==> src/rtl/pipe_stage_hs_pkg.sv <==
// Shared encodings for the handshake pipeline stage: occupancy/state values and the NOP bubble.
package pipe_stage_hs_pkg;

    typedef enum logic [1:0] {
        ST_EMPTY = 2'd0,
        ST_ONE   = 2'd1,
        ST_TWO   = 2'd2
    } occ_state_e;

    // RISC-V "addi x0, x0, 0", the bubble for instruction-carrying stages.
    localparam logic [31:0] NOP = 32'h0000_0013;

endpackage

==> src/rtl/pipe_stage_hs_if.sv <==
// Valid/ready payload channel between pipeline stages.
interface pipe_stage_hs_if #(
    parameter int DW = 32
);
    // A beat moves on a clock edge where valid & ready are both 1. The master keeps
    // valid and data stable until that edge; ready may change freely in any cycle.
    logic          valid;
    logic          ready;
    logic [DW-1:0] data;

    modport master (output valid, output data, input ready);
    modport slave  (input valid, input data, output ready);

endinterface

==> src/rtl/pipe_stage_ctrl.sv <==
// Occupancy FSM for pipe_stage_hs: tracks held entries and emits per-cycle register strobes.
module pipe_stage_ctrl
    import pipe_stage_hs_pkg::*;
#(
    parameter bit SKID = 1'b1
) (
    input  logic       clk,
    input  logic       rst,
    input  logic       flush,
    input  logic       in_valid,
    input  logic       out_ready,
    output logic       in_ready,
    output logic       out_valid,
    output logic       load_main,
    output logic       load_skid,
    output logic       sel_skid,
    output logic       clr_main,
    output logic [1:0] occ
);

    occ_state_e state;
    logic       in_ready_r;
    logic       in_xfer;
    logic       out_xfer;

    assign out_valid = (state != ST_EMPTY);
    assign occ       = state;

    // With a skid entry the upstream ready is a flop; without it ready looks through to out_ready.
    generate
        if (SKID) begin : g_ready_reg
            assign in_ready = in_ready_r & ~flush;
        end else begin : g_ready_comb
            assign in_ready = ~flush & (~out_valid | out_ready);
        end
    endgenerate

    assign in_xfer  = in_valid & in_ready;
    assign out_xfer = out_valid & out_ready;

    assign load_main = in_xfer & ((state == ST_EMPTY) | out_xfer);
    assign load_skid = in_xfer & (state == ST_ONE) & ~out_xfer;
    assign sel_skid  = (state == ST_TWO) & out_xfer;
    assign clr_main  = out_xfer & ~in_xfer & (state == ST_ONE);

    always_ff @(posedge clk) begin
        if (rst || flush) begin
            state      <= ST_EMPTY;
            in_ready_r <= 1'b1;
        end else begin
            case (state)
                ST_EMPTY: begin
                    if (in_xfer) state <= ST_ONE;
                end
                ST_ONE: begin
                    if (in_xfer && !out_xfer) begin
                        state      <= ST_TWO;
                        in_ready_r <= 1'b0;
                    end else if (!in_xfer && out_xfer) begin
                        state <= ST_EMPTY;
                    end
                end
                ST_TWO: begin
                    if (out_xfer) begin
                        state      <= ST_ONE;
                        in_ready_r <= 1'b1;
                    end
                end
                default: begin
                    state      <= ST_EMPTY;
                    in_ready_r <= 1'b1;
                end
            endcase
        end
    end

endmodule

==> src/rtl/pipe_stage_hs.sv <==
// Pipeline-stage register with valid/ready handshake, optional skid entry and a bubble payload.
module pipe_stage_hs
    import pipe_stage_hs_pkg::*;
#(
    parameter int            DW         = 32,
    parameter logic [DW-1:0] BUBBLE_VAL = {DW{1'b0}},
    parameter bit            SKID       = 1'b1
) (
    input  logic                    clk,
    input  logic                    rst,
    input  logic                    flush,
    pipe_stage_hs_if.slave          in_if,
    pipe_stage_hs_if.master         out_if,
    output logic [1:0]              occ
);

    logic          in_ready;
    logic          out_valid;
    logic          load_main;
    logic          load_skid;
    logic          sel_skid;
    logic          clr_main;
    logic [DW-1:0] main_q;
    logic [DW-1:0] skid_q;

    pipe_stage_ctrl #(.SKID(SKID)) u_ctrl (
        .clk       (clk),
        .rst       (rst),
        .flush     (flush),
        .in_valid  (in_if.valid),
        .out_ready (out_if.ready),
        .in_ready  (in_ready),
        .out_valid (out_valid),
        .load_main (load_main),
        .load_skid (load_skid),
        .sel_skid  (sel_skid),
        .clr_main  (clr_main),
        .occ       (occ)
    );

    assign in_if.ready  = in_ready;
    assign out_if.valid = out_valid;
    assign out_if.data  = main_q;

    // Skid promotion is checked before load_main; the FSM never raises both at once.
    always_ff @(posedge clk) begin
        if (rst || flush) begin
            main_q <= BUBBLE_VAL;
        end else if (sel_skid) begin
            main_q <= skid_q;
        end else if (load_main) begin
            main_q <= in_if.data;
        end else if (clr_main) begin
            main_q <= BUBBLE_VAL;
        end
    end

    generate
        if (SKID) begin : g_skid
            always_ff @(posedge clk) begin
                if (rst || flush) begin
                    skid_q <= BUBBLE_VAL;
                end else if (load_skid) begin
                    skid_q <= in_if.data;
                end
            end
        end else begin : g_no_skid
            assign skid_q = BUBBLE_VAL;
        end
    endgenerate

endmodule

==> src/flat_wrapper.sv <==
// flat-port wrapper written by rule: the top's interface ports become plain ports
module pipe_stage_hs_flat import pipe_stage_hs_pkg::*;
#(
    parameter int            DW         = 32,
    parameter logic [DW-1:0] BUBBLE_VAL = {DW{1'b0}},
    parameter bit            SKID       = 1'b1
)
  (clk, rst, flush, occ, in_if_valid, in_if_data, in_if_ready, out_if_valid, out_if_data, out_if_ready);
  pipe_stage_hs_if #(.DW(DW)) in_if_i ();
  pipe_stage_hs_if #(.DW(DW)) out_if_i ();
  input  logic clk;
  input  logic rst;
  input  logic flush;
  output logic [1:0] occ;
  input wire logic [$bits(in_if_i.valid)-1:0] in_if_valid;
  input wire logic [$bits(in_if_i.data)-1:0] in_if_data;
  output wire logic [$bits(in_if_i.ready)-1:0] in_if_ready;
  output wire logic [$bits(out_if_i.valid)-1:0] out_if_valid;
  output wire logic [$bits(out_if_i.data)-1:0] out_if_data;
  input wire logic [$bits(out_if_i.ready)-1:0] out_if_ready;
  assign in_if_i.valid = in_if_valid;
  assign in_if_i.data = in_if_data;
  assign in_if_ready = in_if_i.ready;
  assign out_if_valid = out_if_i.valid;
  assign out_if_data = out_if_i.data;
  assign out_if_i.ready = out_if_ready;
  pipe_stage_hs #(.DW(DW), .BUBBLE_VAL(BUBBLE_VAL), .SKID(SKID)) u_core (.clk(clk), .rst(rst), .flush(flush), .in_if(in_if_i), .out_if(out_if_i), .occ(occ));
endmodule
==> config.mk <==
export PLATFORM = sky130hd
export DESIGN_NAME = pipe_stage_hs_flat
export DESIGN_NICKNAME = d
export VERILOG_FILES = /design/src/rtl/pipe_stage_hs_pkg.sv /design/src/rtl/pipe_stage_hs_if.sv /design/src/rtl/pipe_stage_ctrl.sv /design/src/rtl/pipe_stage_hs.sv /design/src/flat_wrapper.sv
export SDC_FILE = /design/constraint.sdc
export NUM_CORES = 1
export LEC_CHECK = 0
export CORE_MARGIN = 2
export CORE_UTILIZATION = 40
export DETAILED_ROUTE_END_ITERATION = 6
export GPL_ROUTABILITY_DRIVEN = 0
export GPL_TIMING_DRIVEN = 0
export HOLD_SLACK_MARGIN = 0.12
export PLACE_DENSITY_LB_ADDON = 0.05
export REMOVE_ABC_BUFFERS = 1
export SKIP_CTS_REPAIR_TIMING = 1
export SKIP_LAST_GASP = 1
export SLEW_MARGIN = 20
export SYNTH_ARGS = -nofsm -noshare
export SYNTH_HDL_FRONTEND = slang
export SYNTH_SLANG_ARGS = --single-unit
==> constraint.sdc <==
create_clock -name clk -period 1.6 [get_ports clk]
set_input_delay 0.24 -clock clk [delete_from_list [all_inputs] [get_ports clk]]
set_output_delay 0.24 -clock clk [all_outputs]
set_load 0.005 [all_outputs]
## After elaboration in Yosys (flattened, before gate mapping)

Index checks and enable logic that the tools add are counted.

- Register bits after elaboration: 67
- Word-level logic and storage cells: 45

- Eq/ne operators: 6
- Mux-type cells: 11
- Bitwise operators: 14
- Reduce and logical (&&, ||, !) cells: 10

Operator list:

| cell | count |
|---|---|
| $mux 32 | 3 |
| $and 1x1->1 | 9 |
| $mux 2 | 4 |
| $pmux 2 s3 | 1 |
| $reduce_and 3->1 | 2 |
| $ne 2x2->1 const B | 2 |
| $not 1->1 | 4 |
| $ne 3x1->1 const B | 1 |
| $pmux 1 s3 | 1 |
| $reduce_bool 3->1 | 1 |
| $eq 2x1->1 const B | 1 |
| $eq 2x2->1 const B | 1 |
| $logic_and 1x1->1 | 2 |
| $logic_not 1->1 | 2 |
| $logic_not 2->1 | 1 |
| $mux 1 | 2 |
| $ne 2x1->1 const B | 1 |
| $reduce_bool 2->1 | 1 |
| $logic_or 1x1->1 | 1 |
| $or 1x1->1 | 1 |

## Longest topological paths before layout

- Depth after elaboration: 9
- Gate-level depth with buffers: 7
- Depth with buffers taken out: 4

## Modules after synthesis

Synthesis repeated with hierarchy kept, for this count alone.

- Cell total of the unflattened synthesis: 310
- Area, all modules: 2951.6 sq um

Modules (own cells, without submodules):

| module | times used | cells an instance | area an instance (sq um) |
|---|---|---|---|
| pipe_stage_hs | 1 | 285 | 2751.4 |
| pipe_stage_ctrl | 1 | 25 | 200.2 |

## Worst setup path after synthesis

No wires, ideal clock.

- Kind: register -> register
- Start point: register u_core.u_ctrl.state[0] (netlist: u_core.u_ctrl.occ[0])
- End point: register u_core.skid_q[10]
- Setup time: 132 ps
- Arrival time: 1292 ps
- Data required time: 1468 ps
- Slack: 176 ps
- Cell stages (with the launch flop): 8
- Cell sequence: dfxtp_1 -> buf_2 -> nand2b_1 -> or3_1 -> buf_2 -> buf_6 -> nand2_1 -> a21oi_1

- Cells in the longest elaborated chain, start to end: 4
- Elaborated cells on any way between the ends: 6
- Those cells by class: eq/ne (1); bitwise (4); reduce/logical (1)

Ends and longest elaborated chain:

| what | line | source |
|---|---|---|
| from (decl) | pipe_stage_ctrl.sv:21 | `occ_state_e state;` |
| from (signal assigned) | pipe_stage_ctrl.sv:48 | `state <= ST_EMPTY;` |
| from (signal assigned) | pipe_stage_ctrl.sv:53 | `if (in_xfer) state <= ST_ONE;` |
| from (signal assigned) | pipe_stage_ctrl.sv:57 | `state <= ST_TWO;` |
| $reduce_bool 2->1 | pipe_stage_ctrl.sv:26 | `assign out_valid = (state != ST_EMPTY);` |
| $and 1x1->1 | pipe_stage_ctrl.sv:39 | `assign out_xfer = out_valid & out_ready;` |
| $not 1->1 | pipe_stage_ctrl.sv:42 | `assign load_skid = in_xfer & (state == ST_ONE) & ~out_xfer;` |
| $and 1x1->1 * | pipe_stage_ctrl.sv:42 |  |
| to (signal assigned) | pipe_stage_hs.sv:64 | `skid_q <= in_if.data;` |
| to (decl) | pipe_stage_hs.sv:24 | `logic [DW-1:0] skid_q;` |

Every way passes the cells marked *; elsewhere a longest branch is shown, timed or not.
A chain may end at the register's enable or synchronous reset.

## Worst setup path after layout

- Start point: input port rst
- End point: register u_core.main_q[14] (netlist: u_core.out_if.data[14])

- Cells in the longest elaborated chain, start to end: 1

Ends and longest elaborated chain:

| what | line | source |
|---|---|---|
| from (decl) | flat_wrapper.sv:12 | `input logic rst;` |
| $logic_or 1x1->1 | pipe_stage_hs.sv:47 | `if (rst \|\| flush) begin` |
| to (signal assigned) | pipe_stage_hs.sv:50 | `main_q <= skid_q;` |
| to (signal assigned) | pipe_stage_hs.sv:52 | `main_q <= in_if.data;` |
| to (decl) | pipe_stage_hs.sv:23 | `logic [DW-1:0] main_q;` |

Every way passes these cells.

==> reports/results.ini <==
[worst_setup_path]
slowest_cp_cell = nor2_2
timing.critical_path.from_type = primary input
cp_data_required_time_ns = 1.87
largest_stage_delay_worst_path_ns = 0.74
cpLargestDelayFamily = simple AND/OR/NAND/NOR gates
critical_path_buf_inv_count = 1
critPathMaxFanout = 17
cp_cell_sequence = clkdlybuf4s50_1 > nor2_2 > o21ai_0 > nor2_1
r2r-start = u_core.u_ctrl.occ[1]$_SDFFE_PP0P_
timing.setup.critical_path_class = primary input to register
worst_ep_arrival_time_ns = 1.87
crit_start = rst
setup.worst_path.end_class = register

[die]
boundaryPins = 73
fp.dieArea_um2 = 7319
core_um2 = 6386
fp-row-count = 29
chipHeight_um = 85.55
die-width_um = 85.55
floorplan.initialDensity = 0.4165

[drt]
wl_per_cell_um = 17.43
route.antenna.remaining_nets = 0
route.detailed.vias_per_inst = 5.567
drt_iter0_drc = 123
drc = 0
drt_pass1_iterations = 4
detailroute.via_count = 2622
route.final.wire_length_mm = 8.211

[sta]
finalSetupTns_ns = 0
max_clock_freq_mhz = 625.8
drv_slew = 0
final.period_utilization = 0.9988
finalWorstSetupSlack_ns = 0.001958
finalCriticalPeriod_ns = 1.598
slew_headroom = 0.4218
rsz_0062_raised_after_global_routing = true
clock_skew_ns = 0.006526
least_margin_pin_slew_ns = 0.8663
hold_violations = 0
setup_viol = 0

[power_and_ir_drop]
leakagePower_nw = 1.394
total_power_w = 0.003440
cellPowerDensity_nw_per_um2 = 898.5
max-vdd-ir-drop_mv = 0.5500

[grt]
grt_pass1_vias = 2422
number_of_antenna_violations_at_the_first_check_in_global_routing = 0
grt_util_met1 = 0.2646
grt_most_used_layer = met2
grt-ovfl-total = 0
use_met2 = 0.3366
grtUsageMet3 = 0.04235
grt_start_max_net_pins = 35
grt_first_pass_wirelength_mm = 11.76
grt_usage = 0.2054

[placed_design]
placement_stage_worst_setup_slack_ns = -0.8756
hpwl_mm = 4.120
total_placed_cells_including_tap_cells = 438
port-buffer-count = 72

[synth]
synth.ff_latch_count = 67
post_synth_num_cell_types = 28
synth_area_um2 = 2660
syn_avg_cell_area_um2 = 8.499
synthesis.yosys.warnings = 0
synthesis.instances = 313
synth-seq-area-share = 0.5042

[finish]
multi_input_comb_area_um2 = 1266
final_cell_count_no_fill = 471
most-common-layout-cells = clkdlybuf4s50_1, nand2_1, dfxtp_1, o21ai_0, nor2_1
seq_area_um2 = 1353
share_of_cells_above_drive_strength_1 = 0.1371
filler_cell_count = 558
area_growth_pct = 43.93
design.final.nets = 427
num_antenna_cells = 0
utilization = 0.5995
layout.cells.most_common = clkdlybuf4s50_1

[cts]
tritoncts_num_sinks = 67
numCtsBuffers = 9
max-clock-path-buffers = 2
htreeDepth = 3
cts_tree = built
clkLatencyLatePin_ns = 0.33
cts-root-buf = clkbuf_8
clk_pin_slew_worst_paths_ns = 0.07

[job]
count_of_maximum_capacitance_violations = 0

[status]
outcome = finished clean

[hold_path]
worstHoldStart = u_core.skid_q[20]$_SDFFE_PP0P_
type_of_the_tightest_min_delay_check = register to register

==> layer usage <==
metal	vias up	share of wire
li1	1257	-
met1	1268	0.46
met2	89	0.45
met3	8	0.075
met4	0	0.012
met5	-	0
==> cells in the mapped netlist <==
cell type,count,share of area
a21oi_2,1,0.0033
or2_2,1,0.0024
xor2_1,1,0.0033
nand3b_4,1,0.0075
o21ai_1,1,0.0019
nor3b_2,1,0.0047
buf_2,8,0.015
or3_1,1,0.0024
buf_6,6,0.025
and3b_1,1,0.0033
nor2_1,35,0.049
nand2_1,66,0.093
or2_1,1,0.0024
nor2b_1,2,0.0047
inv_1,1,0.0014
a21oi_4,1,0.0061
a221oi_1,32,0.11
o21a_1,1,0.0028
clkbuf_1,13,0.018
a21oi_1,32,0.060
dfxtp_1,67,0.50
buf_4,1,0.0028
nand3b_1,1,0.0028
nor3_2,1,0.0038
nand2b_1,1,0.0024
o21ai_0,34,0.064
o2111a_1,1,0.0042
o21bai_1,1,0.0028
==> per-stage QoR <==
step | hold slack, ns | instance area, µm²
after floorplan | 0.3760 | 2496
after global placement | 0.4416 | 3313
after detailed placement | 0.4470 | 3418
after CTS | 0.4573 | 3597
after global routing | 0.4717 | 3829
final | 0.4585 | 3829
==> cells by family (layout without fill, tap and decap cells) <==
kind of cell,Yosys count,after routing,share of synthesized area
flip-flops,67,67,0.5042
buffers and inverters,29,106,0.06303
XOR/XNOR,1,1,0.003293
AND/OR/NAND/NOR,112,114,0.1787
AO/OA/AOI/OAI,104,106,0.2507
==> state kept, by name (all words and copies together), names as in the netlist <==
name and cells:
u_core.u_ctrl.occ 2, u_core.u_ctrl.in_ready_r 1, u_core.out_if.data 32, u_core.skid_q 32
==> worst paths after layout <==
kind / slack [ns] / endpoint / cells past startpoint
max: 0.002 / u_core.out_if.data[14]$_SDFFE_PP0P_ / 4
min: 0.46 / u_core.skid_q[20]$_SDFFE_PP0P_ / 2
max reg2reg: 0.03 / u_core.skid_q[30]$_SDFFE_PP0P_ / 7
min reg2reg: 0.46 / u_core.skid_q[20]$_SDFFE_PP0P_ / 2
==> report_power, final <==
group | internal (W) | switching (W) | leakage (nW)
logic | 0.000229 | 0.000205 | 0.755
registers | 0.00170 | 0.0000180 | 0.544
clock network | 0.000677 | 0.000613 | 0.0953
total | 0.00260 | 0.000837 | 1.39
==> tightest hold or removal path: stages (launching register included) <==
cell     delay [ns]
dfxtp_1        0.31
nand2_1        0.05
a21oi_1        0.05
==> area by class of cell <==
class,count,area share
flip-flops and latches,67,0.3533
multi-input cells,221,0.3307
repair buffers,90,0.2431
clock buffers,13,0.04412
well taps,77,0.02516
clock inverters,2,0.002614
inverters,1,0.0009804
Power figures use the tool's default switching activity.
